$ cat src/rtl/disp7seg_scan_ctrl.sv
// disp7seg_scan_ctrl: time-multiplexed 7-segment scan controller.
// Double-buffered digit image, committed atomically at frame wrap.
module disp7seg_scan_ctrl #(
    parameter int NUM_DIGITS   = 4,
    parameter int SCAN_DIV     = 1000,
    parameter int BLANK_CYCLES = 50
) (
    input  logic                    clk,
    input  logic                    reset,
    input  logic                    load,
    input  logic [4*NUM_DIGITS-1:0] load_data,
    input  logic [NUM_DIGITS-1:0]   load_mask,
    output logic                    pending,
    output logic [NUM_DIGITS-1:0]   an,
    output logic [6:0]              seg,
    output logic                    frame_done
);

    localparam int CW = (SCAN_DIV > 1) ? $clog2(SCAN_DIV) : 1;
    localparam int IW = $clog2(NUM_DIGITS);
    localparam int DW = 4 * NUM_DIGITS;

    localparam logic [CW-1:0] C_LAST  = CW'(SCAN_DIV - 1);
    localparam logic [CW-1:0] C_BLANK = CW'(BLANK_CYCLES);
    localparam logic [IW-1:0] I_LAST  = IW'(NUM_DIGITS - 1);

    typedef enum logic {
        ST_BLANK = 1'b0,
        ST_SHOW  = 1'b1
    } state_t;

    logic [CW-1:0]         r_cnt;
    logic [IW-1:0]         r_idx;
    state_t                r_state;
    logic [DW-1:0]         r_act_data;
    logic [NUM_DIGITS-1:0] r_act_mask;
    logic [DW-1:0]         r_shd_data;
    logic [NUM_DIGITS-1:0] r_shd_mask;
    logic                  r_pending;
    logic [NUM_DIGITS-1:0] r_an;
    logic [6:0]            r_seg;
    logic                  r_fd;

    logic                  w_slot_end;
    logic                  w_wrap;
    logic [CW-1:0]         w_cnt_nxt;
    logic [IW-1:0]         w_idx_nxt;
    state_t                w_state_nxt;
    logic [DW-1:0]         w_act_data_nxt;
    logic [NUM_DIGITS-1:0] w_act_mask_nxt;
    logic [DW-1:0]         w_shd_data_nxt;
    logic [NUM_DIGITS-1:0] w_shd_mask_nxt;
    logic                  w_pending_nxt;
    logic [3:0]            w_digit;
    logic                  w_on;
    logic [NUM_DIGITS-1:0] w_an_nxt;
    logic [6:0]            w_seg_nxt;
    logic                  w_fd_nxt;

    function automatic logic [6:0] f_decode(input logic [3:0] h);
        logic [6:0] s;
        s = 7'b0000000;
        case (h)
            4'h0: s = 7'b0111111;
            4'h1: s = 7'b0000110;
            4'h2: s = 7'b1011011;
            4'h3: s = 7'b1001111;
            4'h4: s = 7'b1100110;
            4'h5: s = 7'b1101101;
            4'h6: s = 7'b1111101;
            4'h7: s = 7'b0000111;
            4'h8: s = 7'b1111111;
            4'h9: s = 7'b1101111;
            4'hA: s = 7'b1110111;
            4'hB: s = 7'b1111100;
            4'hC: s = 7'b0111001;
            4'hD: s = 7'b1011110;
            4'hE: s = 7'b1111001;
            4'hF: s = 7'b1110001;
            default: s = 7'b0000000;
        endcase
        return s;
    endfunction

    // Slot counter and digit index advance; frame wraps on last slot's last cycle
    always_comb begin
        w_slot_end = (r_cnt == C_LAST);
        w_wrap     = w_slot_end && (r_idx == I_LAST);
        w_cnt_nxt  = w_slot_end ? '0 : r_cnt + 1'b1;
        w_idx_nxt  = r_idx;
        if (w_slot_end) begin
            w_idx_nxt = (r_idx == I_LAST) ? '0 : r_idx + 1'b1;
        end
    end

    // Next state follows the post-edge counter so pins carry zero latency
    always_comb begin
        w_state_nxt = (w_cnt_nxt < C_BLANK) ? ST_BLANK : ST_SHOW;
    end

    // State register: counter, index and scan phase
    always_ff @(posedge clk or posedge reset) begin
        if (reset) begin
            r_cnt   <= '0;
            r_idx   <= '0;
            r_state <= ST_BLANK;
        end else begin
            r_cnt   <= w_cnt_nxt;
            r_idx   <= w_idx_nxt;
            r_state <= w_state_nxt;
        end
    end

    // Shadow capture and frame-boundary commit; a load on the wrap cycle bypasses
    always_comb begin
        w_act_data_nxt = r_act_data;
        w_act_mask_nxt = r_act_mask;
        w_shd_data_nxt = r_shd_data;
        w_shd_mask_nxt = r_shd_mask;
        w_pending_nxt  = r_pending;
        if (load) begin
            w_shd_data_nxt = load_data;
            w_shd_mask_nxt = load_mask;
            w_pending_nxt  = 1'b1;
        end
        if (w_wrap) begin
            if (load) begin
                w_act_data_nxt = load_data;
                w_act_mask_nxt = load_mask;
            end else if (r_pending) begin
                w_act_data_nxt = r_shd_data;
                w_act_mask_nxt = r_shd_mask;
            end
            w_pending_nxt = 1'b0;
        end
    end

    // Active and shadow buffer registers
    always_ff @(posedge clk or posedge reset) begin
        if (reset) begin
            r_act_data <= '0;
            r_act_mask <= '0;
            r_shd_data <= '0;
            r_shd_mask <= '0;
            r_pending  <= 1'b0;
        end else begin
            r_act_data <= w_act_data_nxt;
            r_act_mask <= w_act_mask_nxt;
            r_shd_data <= w_shd_data_nxt;
            r_shd_mask <= w_shd_mask_nxt;
            r_pending  <= w_pending_nxt;
        end
    end

    // Output decode from post-edge state, index and buffer contents
    always_comb begin
        w_digit  = w_act_data_nxt[{w_idx_nxt, 2'b00} +: 4];
        w_on     = (w_state_nxt == ST_SHOW) && w_act_mask_nxt[w_idx_nxt];
        w_an_nxt = '0;
        if (w_on) begin
            w_an_nxt[w_idx_nxt] = 1'b1;
        end
        w_seg_nxt = w_on ? f_decode(w_digit) : 7'b0000000;
        w_fd_nxt  = (w_cnt_nxt == C_LAST) && (w_idx_nxt == I_LAST);
    end

    // Registered display pins and frame pulse
    always_ff @(posedge clk or posedge reset) begin
        if (reset) begin
            r_an  <= '0;
            r_seg <= '0;
            r_fd  <= 1'b0;
        end else begin
            r_an  <= w_an_nxt;
            r_seg <= w_seg_nxt;
            r_fd  <= w_fd_nxt;
        end
    end

    assign pending    = r_pending;
    assign an         = r_an;
    assign seg        = r_seg;
    assign frame_done = r_fd;

endmodule

$ cat config.mk
export PLATFORM = sky130hd
export DESIGN_NAME = disp7seg_scan_ctrl
export DESIGN_NICKNAME = d
export VERILOG_FILES = /design/src/rtl/disp7seg_scan_ctrl.sv
export SDC_FILE = /design/constraint.sdc
export NUM_CORES = 1
export LEC_CHECK = 0
export CORE_MARGIN = 8
export CORE_UTILIZATION = 40
export CTS_CLUSTER_DIAMETER = 80
export DETAILED_ROUTE_END_ITERATION = 6
export MAX_ROUTING_LAYER = met4
export PLACE_DENSITY = 0.59
export SLEW_MARGIN = 15
export SYNTH_ARGS = -nofsm -noshare
export SYNTH_HDL_FRONTEND = slang
export SYNTH_SLANG_ARGS = --single-unit
export TNS_END_PERCENT = 1
$ cat constraint.sdc
create_clock -name clk -period 8.1 [get_ports clk]
set_clock_uncertainty 0.1 [all_clocks]
set_input_delay 1.215 -clock clk [delete_from_list [all_inputs] [get_ports clk]]
set_output_delay 1.215 -clock clk [all_outputs]
set_load 0.02 [all_outputs]
# Yosys cells after proc, flatten, opt, wreduce, memory -nomap -nowiden
# Memories as Yosys holds them, arrays and structs flattened.
# Cells that the tools add are included.
word_totals:
  romBits: 112
  regBits: 65
  word_cells: 44
  n_memories: 1
op_classes:
  n_mux: 18
  shift: 1
  eq_ne: 4
  n_reduce_logical: 5
  n_lt_le_gt_ge: 3
  add_sub_neg: 2
mem_list:
  columns: ["name", "words", "width", "rd", "rd_clocked_by_memory_dff", "wr", "line", "text"]
  rows:
  - ["(no name shown)", 16, 7, 1, 0, 0, "63", "case (h)"]
op_table:
  columns: ["cell", "n"]
  rows:
  - ["16-bit two-way mux", 3]
  - ["10-bit == test, second input constant", 2]
  - ["4-bit two-way mux", 4]
  - ["16-bit by 5-bit variable part select with 4-bit output", 1]
  - ["10-bit by 1-bit adder with 10-bit output, second input constant", 1]
  - ["10-bit by 6-bit < comparator with 1-bit output, second input constant", 1]
  - ["10-bit two-way mux", 1]
  - ["7-bit two-way mux", 1]
  - ["1-bit two-way mux", 5]
  - ["2-bit == test, second input constant", 2]
  - ["1-bit logical AND", 4]
  - ["2-bit two-way mux", 2]
  - ["2-bit by 3-bit < comparator with 1-bit output, second input constant", 1]
  - ["2-bit by 1-bit adder with 2-bit output, second input constant", 1]
  - ["1-bit binary-select mux with 2-bit select", 1]
  - ["1-bit demux with 2-bit select", 1]
  - ["2-bit by 1-bit >= comparator with 1-bit output, second input constant", 1]
  - ["2-bit nonzero test", 1]

# Depth between registers and ports, before layout
logic_depth:
  ltp_word: 8
  depth_mapped: 14
  depth_no_buf: 12

# Least setup slack after synthesis
# OpenSTA, ideal clock, no wires.
synth_path:
  path_type: "input -> register"
  from: "in load"
  to: "reg r_seg[0] (netlist: seg[0])"
  slack_ns: 4.175
  path_buffers: 3
  arrival_ns: 3.743
  stages: 12
  path_cell_list: "clkbuf_1 clkbuf_1 clkbuf_1 a21oi_1 nor4_1 o22a_1 mux2i_1 mux2i_1 inv_1 ha_1 or3_1 a31oi_1"
synth_via:
  elab_cells_between_ends: 10
  classes_between: "1 x shift; 7 x mux; 1 x reduce/logical; 1 x memory"
synth_rtl:
  columns: ["element", "line", "text"]
  rows:
  - ["start: declaration", "10", "input logic load,"]
  - ["16-bit two-way mux", "127", "if (load) begin"]
  - ["16-bit two-way mux", "126", "if (w_wrap) begin"]
  - ["net w_act_data_nxt[1]", "49", "logic [DW-1:0] w_act_data_nxt;"]
  - ["16-bit by 5-bit variable part select with 4-bit output", "157", "w_digit = w_act_data_nxt[{w_idx_nxt, 2'b00} +: 4];"]
  - ["memory 16 x 7 bit", null, null]
  - ["7-bit two-way mux", "163", "w_seg_nxt = w_on ? f_decode(w_digit) : 7'b0000000;"]
  - ["net w_seg_nxt[0]", "57", "logic [6:0] w_seg_nxt;"]
  - ["end signal: assignment", "175", "r_seg <= w_seg_nxt;"]
  - ["end: declaration", "41", "logic [6:0] r_seg;"]
# The timed path passes the listed nets, and every way through them passes these cells. The select of a mux whose other input is x is not followed.
# A chain may end at the register's enable or synchronous reset.

# Final worst setup path
layout_path:
  from: "reg r_cnt[0]"
  to: "reg r_seg[0] (netlist: seg[0])"
layout_via:
  elab_chain_cells: 7
  elab_cells_between_ends: 15
  classes_between: "1 x add/sub; 1 x order compare; 1 x eq/ne; 1 x shift; 8 x mux; 2 x reduce/logical; 1 x memory"
layout_rtl:
  columns: ["element", "line", "text"]
  rows:
  - ["start: declaration", "32", "logic [CW-1:0] r_cnt;"]
  - ["start signal: assignment", "108", "r_cnt <= w_cnt_nxt;"]
  - ["parallel branches: the longest is 6 deep, another holds 10-bit by 1-bit adder with 10-bit output", null, null]
  - ["7-bit two-way mux *", "163", null]
  - ["net w_seg_nxt[0]", "57", null]
# Mark *: on every way through the listed nets, which the timed path passes. The select of a mux whose other input is x is not followed.

==> flow_metrics.tcl <==
set metrics [dict create \
    diodes 0 \
    tightest_slew_ps 817 \
    rsz0062_at_grt "false" \
    fillers 726 \
    drv_slew 0 \
    synth-compound-area-share_pct 12.1 \
    clockBufferDepth 2 \
    ir_drop_uv 96.8 \
    finalSetupViolCount 0 \
    final_area_um2 4040 \
    hold_ws_ps 375 \
    path_cells "ha_1 -> nand4b_4 -> nor3_4 -> mux2i_1 -> clkinv_1 -> mux2i_1 -> mux2i_1 -> inv_1 -> ha_1 -> or3_1 -> a31oi_1" \
    powerDensity_nw_per_um2 185 \
    clk_pin_slew_ps 80 \
    final_cell_mix "dfrtp_1, clkdlybuf4s50_1, mux2_2" \
    slowest_delay_ps 610 \
    io_pins 36 \
    drt-total-wl_um 7270 \
    syn_area_um2 3400 \
    cts_tree "yes" \
    cap_violations 0 \
    num-nets-final 362 \
    finalCritPeriodShare_pct 56.5 \
    drcViolationCount 0 \
    grt_pass1_wl_um 12400 \
    drive_above_1_share_pct 19.1 \
    grt_max_degree 66 \
    first_pass_iters 4 \
    gp_congestion 0.806 \
    dpl.cell_count 424 \
    yosys.area_share.simple_pct 14.8 \
    synth_xor_area_share_pct 2.06 \
    dpl_cell_area_um2 3800 \
    synthFlopType "dfrtp_1" \
    cts_resized 0 \
    relSlewSlack_pct 45.5 \
    fin_setup_tns_ps 0 \
    cts_hold_buf 0 \
    min_period_ps 4580 \
    h-tree-depth 3 \
    layout_commonest_cell "dfrtp_1" \
    cts_setup_buffers 0 \
    slowest_stage "clkinv_1" \
    io_buffer_count 35 \
    final_cells 440 \
    vias 2390 \
    hold_class "reg -> reg" \
    num_rows 33 \
    area_growth_pct 19.0 \
    synth_edf_count 0 \
    gr-total-overflow 0 \
    via_per_inst 5.43 \
    syn_nets 333 \
    r2r_cells 11 \
    grt_pass1_vias 2514 \
    hold_path_depth 2 \
    cpMostUsedCell "mux2i_1" \
    seq_area_frac_synth_pct 47.9 \
    synth-seq-cells 65 \
    status "complete, no violations" \
    path_class "reg -> reg" \
    dieHeight_um 108 \
    synth_mux_area_share_pct 15.1 \
    clk_latency_ps 340 \
    arrival_ps 4730 \
    start_util_pct 41.4 \
    cts_root_buf "clkbuf_8" \
    final_hold_viol_count 0 \
    grt_usage_pct 13.8 \
    synth_top_family_by_area "multiplexers" \
    drt_iter0_drc 74 \
    dieArea_um2 11700 \
    cp.required_ps 8260 \
    yosys.area_share.adder_pct 3.31 \
    wl_per_cell_um 16.5 \
    async_flop_share_pct 100 \
    multi_input_area_um2 1610 \
    dp_hpwl_um 4980 \
    end_kind "register" \
    antenna_found_initial 0 \
    synthCells 301 \
    register_area_um2 1630 \
    postSynthAreaPerCell_um2 11.3 \
    leakagePower_uw 0.00177 \
    ys_warn_count 0 \
    die_w_um 108 \
    cts_sinks 65 \
    start_kind "register" \
    cts_buffers 9 \
    critPathMaxFanout 20 \
    p_total_uw 750 \
    design.core.area_um2 8220 \
    fmax_ghz 0.219 \
    drt.antenna.violating_nets 0 \
    ys_types 58 \
]
-- Yosys cell counts (2+ instances only) --
master,n,share of area (%)
buf_2,3,0.44
inv_1,16,1.8
nor3b_1,2,0.44
buf_6,2,0.66
nand3b_1,5,1.1
nand3_1,5,0.74
mux2i_1,11,3.2
a211oi_1,2,0.44
mux4_2,3,2.0
a211o_1,4,1.0
clkbuf_1,12,1.3
or3_1,3,0.55
o41ai_1,4,1.0
xor2_1,5,1.3
nand4_1,3,0.55
dfrtp_1,65,48
nor3_1,7,1.0
nor4_1,13,2.4
o211ai_1,2,0.44
a31oi_1,2,0.37
nor2b_1,2,0.37
ha_1,9,3.3
o21ai_0,8,1.2
xnor2_1,3,0.77
nor2_1,16,1.8
mux2i_2,3,1.2
nand2_1,15,1.7
mux2_2,22,7.3
o21a_1,2,0.44
mux2_4,3,1.3
or3b_2,4,1.0
a21oi_1,9,1.3
a221oi_2,2,0.88
o22a_1,9,2.3
or2_2,2,0.37
-- cell families after synthesis --
group	count (synthesis)
xor gates and xnor gates	8
and+or+nand+nor	85
adders and majority gates	9
buffers and inverters	37
AOI/OAI and AO/OA	55
DFF	65
muxes	42
-- state kept, by name, indices dropped and copies added (netlist names) --
name / flops
an: 4
frame_done: 1
pending: 1
r_act_data: 16
r_act_mask: 4
r_cnt: 10
r_idx: 2
r_shd_data: 16
r_shd_mask: 4
seg: 7
-- power by group --
part,total [uW],switching [uW],internal (uW)
clock network,340,128,213
registers,343,4.31,339
logic,66.4,33.7,32.7
total,750,166,584
-- critical path, delay by kind of cell (launching register included) --
family	cells	cell delay, ps
flops	1	420
compound gates	1	160
simple gates	3	1200
fa+ha+maj	2	620
buf+inv	2	780
mux	3	1210
-- final cells by class --
cell class	instances	share of cell area [%]
clock buffer	11	3.50
clock inverter	5	2.54
sequential	65	40.2
multi-input combinational	199	39.7
timing repair buffer	37	9.03
tap	105	3.25
inverter	18	1.73
-- metrics by stage --
stage	setup slack, ps	utilization [%]
floorplan	4180	-
global placement	3390	46.2
detailed placement	3280	46.2
CTS	3480	49.2
global route	3130	49.2
finish	3520	49.2
-- worst paths after layout --
path	to	startpoint	slack, ps
hold / removal	r_act_data[15]$_DFF_PP0_	r_act_data[15]$_DFF_PP0_	380
min in group asynchronous	seg[4]$_DFF_PP0_	reset	1330
max in group asynchronous	r_shd_mask[0]$_DFFE_PP0P_	reset	6040
setup reg to reg	seg[0]$_DFF_PP0_	r_cnt[0]$_DFF_PP0_	3520
hold reg to reg	r_act_data[15]$_DFF_PP0_	r_act_data[15]$_DFF_PP0_	380
setup / recovery	seg[0]$_DFF_PP0_	r_cnt[0]$_DFF_PP0_	3520
-- routing by layer --
layer | track usage [%] | wire length, um | vias to the layer above
li1 | - | - | 1158
met2 | 21.5 | 3510 | 36
met5 | - | 0 | -
met3 | 2.97 | 201 | 13
met4 | 6.54 | 162 | 0
met1 | 16.7 | 3390 | 1183
Note: power is estimated with default switching activity, not from simulation.
==> patch 1 (config.mk and constraints unchanged) <==
`BLANK_CYCLES`: 50 -> 25.
--- a/src/rtl/disp7seg_scan_ctrl.sv
+++ b/src/rtl/disp7seg_scan_ctrl.sv
@@ -3,7 +3,7 @@
 module disp7seg_scan_ctrl #(
     parameter int NUM_DIGITS   = 4,
     parameter int SCAN_DIV     = 1000,
-    parameter int BLANK_CYCLES = 50
+    parameter int BLANK_CYCLES = 25
 ) (
     input  logic                    clk,
     input  logic                    reset,
Check against the original RTL: same outputs for any inputs over 10 cycles, from zero or initial values and one cycle with reset high; that may be too few to reach the edited logic, so the function may still have changed.
==> patch 1 against the unedited design <==
- design area is 0.37% lower
- total power shrank 15%
- die area increased by 1.4%
- wire length is 8.2% higher
- setup slack improved by 110 ps
- count of clock-buffer cells in the layout did not move
- synthesized cell count shrank 1.0%
- sequential cell count unchanged
- first-iteration DRC count rose by 76%
- synthesized area is 1.7% higher
- cell count down 0.68%
- largest power group unchanged
==> patch 1: results <==
[place]
dp_hpwl_um = 5090
dp.cells = 421

[min_path]
hold-path-endpoint = r_shd_data[15]$_DFFE_PP0P_
holdPathStages = 1

[setup_path]
cp.arrival_ps = 4590
crit_fanout = 48

[drt]
wl_met1_um = 3780
met2WireLength_um = 3610
drt_iter0_markers = 130
vias = 2524
routed-wl-met3_um = 407

[power_and_ir_drop]
power_clock_uw = 263
power_leakage_uw = 0.00170
p_int_uw = 484
pg_seq_uw = 338
max-vdd-ir-drop_v = 0.0000662

[timing]
worst_slew_pin_slew_ps = 818
hold_ws_ps = 396

[outcome]
status = complete, no violations

[layout]
layout-drive-gt1-share_pct = 21.3
fillers = 792
nets = 356

[synthesis]
synth_commonest_cells = dfrtp_1 (65), mux2_2 (27), nor3_1 (18), mux2i_1 (14), nor3b_1 (14)
syn-mean-instance-area_sq_um = 11.6
synthesis.area_sq_um = 3460
synth_area_leaders = dfrtp_1 (47%), mux2_2 (8.8%), mux2i_1 (4.1%), o221a_2 (3.9%), a41oi_1 (3.3%)
seq_area_frac_synth_pct = 47.1
synthDistinctLibCells = 51

[global_routing]
grt_util_met3_pct = 4.96
## patch 1: changes by cell type after synthesis, sizes merged, moves of 9 or more
cell and change:
nor3 +10, o22a -9, nand2 -13, nor3b +12, a41oi +13, o221a +12
## patch 1: how the worst max path moves through the flow
stage,start,depth (start not counted),slack [ps],end
3_5_place_dp,load,11,3260,seg[0]$_DFF_PP0_
4_1_cts,r_cnt[0]$_DFF_PP0_,11,3610,seg[6]$_DFF_PP0_
3_3_place_gp,load,11,3340,seg[0]$_DFF_PP0_
5_1_grt,r_cnt[0]$_DFF_PP0_,11,3300,seg[6]$_DFF_PP0_
6_report,load,11,3630,seg[0]$_DFF_PP0_
2_1_floorplan,load,12,4390,seg[0]$_DFF_PP0_
## patch 1: critical path, cell delays in order
cell	delay (ps)
buf_2	70
buf_4	430
nand4_1	580
o221a_2	450
mux2_1	310
mux2i_1	490
ha_1	380
inv_1	110
and4_1	160
nor4_1	240
a31oi_1	110
## patch 1: layout make-up
type                       count  share of cell area, %
tap                          108                   3.35
clock buffer                  11                   3.76
sequential                    65                   40.4
timing repair buffer          37                   8.94
multi-input combinational    198                   41.4
clock inverter                 5                  0.963
inverter                      13                   1.21
## patch 1: metrics by stage
stage	utilization, %	instance area, sq um
after floorplan	-	3460
after CTS	47.1	4030
final	47.1	4030
after global routing	47.1	4030
after detailed placement	44.9	3840
after global placement	44.9	3840
## patch 1: logic make-up (layout without fill, tap and decap cells)
logic type / after synthesis / count (layout) / share of synthesized area [%]
adder cells (fa/ha/maj): 9 / 9 / 3.26
AO/OA/AOI/OAI: 54 / 54 / 13.3
AND/OR/NAND/NOR: 85 / 85 / 15.9
multiplexers: 46 / 46 / 14.8
flip-flops: 65 / 65 / 47.1
XOR/XNOR: 4 / 4 / 1.01
buffers and inverters: 35 / 66 / 4.67
==> patch 2 (same flow settings) <==
Made on the original files. Add an input register stage for `load`, `load_data` and `load_mask`, without a reset; this delays them by one clock. Comments in the files are not updated.
--- a/src/rtl/disp7seg_scan_ctrl.sv
+++ b/src/rtl/disp7seg_scan_ctrl.sv
@@ -28,6 +28,16 @@
         ST_BLANK = 1'b0,
         ST_SHOW  = 1'b1
     } state_t;
+
+    logic load_q;
+    logic [4*NUM_DIGITS-1:0] load_data_q;
+    logic [NUM_DIGITS-1:0] load_mask_q;
+
+    always_ff @(posedge clk) begin
+        load_q      <= load;
+        load_data_q <= load_data;
+        load_mask_q <= load_mask;
+    end
 
     logic [CW-1:0]         r_cnt;
     logic [IW-1:0]         r_idx;
@@ -118,15 +128,15 @@
         w_shd_data_nxt = r_shd_data;
         w_shd_mask_nxt = r_shd_mask;
         w_pending_nxt  = r_pending;
-        if (load) begin
-            w_shd_data_nxt = load_data;
-            w_shd_mask_nxt = load_mask;
+        if (load_q) begin
+            w_shd_data_nxt = load_data_q;
+            w_shd_mask_nxt = load_mask_q;
             w_pending_nxt  = 1'b1;
         end
         if (w_wrap) begin
-            if (load) begin
-                w_act_data_nxt = load_data;
-                w_act_mask_nxt = load_mask;
+            if (load_q) begin
+                w_act_data_nxt = load_data_q;
+                w_act_mask_nxt = load_mask_q;
             end else if (r_pending) begin
                 w_act_data_nxt = r_shd_data;
                 w_act_mask_nxt = r_shd_mask;
Behaviour: not the same (a bounded check fails within 4 cycles, from zero or initial values and one cycle with reset high).
==> patch 2 against the unedited design <==
- die area is 14% higher
- combinational power is 47% lower
- sequential cell count up 21
- synthesized area up 16%
- total power increased by 5.0%
- design area increased by 13%
- sequential share of layout area rose by 4.4 points
- setup slack improved by 240 ps
- wire length grew 20%
- critical path depth is 1 higher
- largest power group unchanged
==> patch 2: results <==
[layout]
top_regs = load_data_q (16), r_act_data (16), r_shd_data (16)
fillers = 887
final_cell_count_no_fill = 523

[min_path]
min_from = load_mask_q[0]$_DFF_P_
hold-path-endpoint = r_shd_mask[0]$_DFFE_PP0P_

[synthesis]
synth_area_leaders = dfrtp_1 (41%), dfxtp_1 (11%), mux2_2 (5.1%), nor2_1 (2.7%), ha_1 (2.5%)
synthArstFlopShare_pct = 75.6
synth_commonest_cells = dfrtp_1 (65), nor2_1 (28), dfxtp_1 (21), nand2_1 (20), mux2_2 (18)
synth-compound-area-share_pct = 14.1
synthAdderAreaFrac_pct = 2.53
synth_xor_xnor_area_share_pct = 1.11

[drt]
routed-wl-met3_um = 321
avgViaCountPerCell = 5.45
drt_iter0_markers = 145
met2WireLength_um = 4200
dr.pass1.iters = 5

[timing]
worst_slew_pin_slew_ps = 836
hold_ws_ps = 381
period_needed_ps = 4330

[clocking]
path_clk_slew_ps = 100
insertion_delay_ps = 370

[global_routing]
grt_util_met3_pct = 3.13
grtUsageMet2_pct = 22.4

[setup_path]
cp.arrival_ps = 4480
crit_path_max_incr_delay_ps = 790
rr_worst_depth = 12
worst_path_max_delay_cell = nor4_4

[place]
place_ws_ps = 3820
gp_congestion = 0.839

[outcome]
status = complete, no violations

[power_and_ir_drop]
max-vdd-ir-drop_v = 0.0000790
-- patch 2: changes by cell type after synthesis, moves of 7 or more --
cell / delta
a32oi_1: +8
a22oi_1: +7
nor2_1: +12
nor3_1: +7
dfxtp_1: +21
mux2i_1: -8
a21oi_1: +7
-- patch 2: where the power goes --
part	internal, uW	switching [uW]	leakage, uW
clock network	122	180	0.000101
logic	19.5	15.5	0.000863
registers	443	7.47	0.00102
total	584	203	0.00199
-- patch 2: layout make-up --
type / instances / area [sq um] / share of cell area [%]
inverters: 13 / 48.8 / 1.06
repair buffers: 37 / 365 / 7.97
multi-input cells: 238 / 1770 / 38.5
well taps: 133 / 166 / 3.63
clock buffers: 9 / 124 / 2.70
flip-flops and latches: 86 / 2050 / 44.6
clock inverters: 7 / 68.8 / 1.50
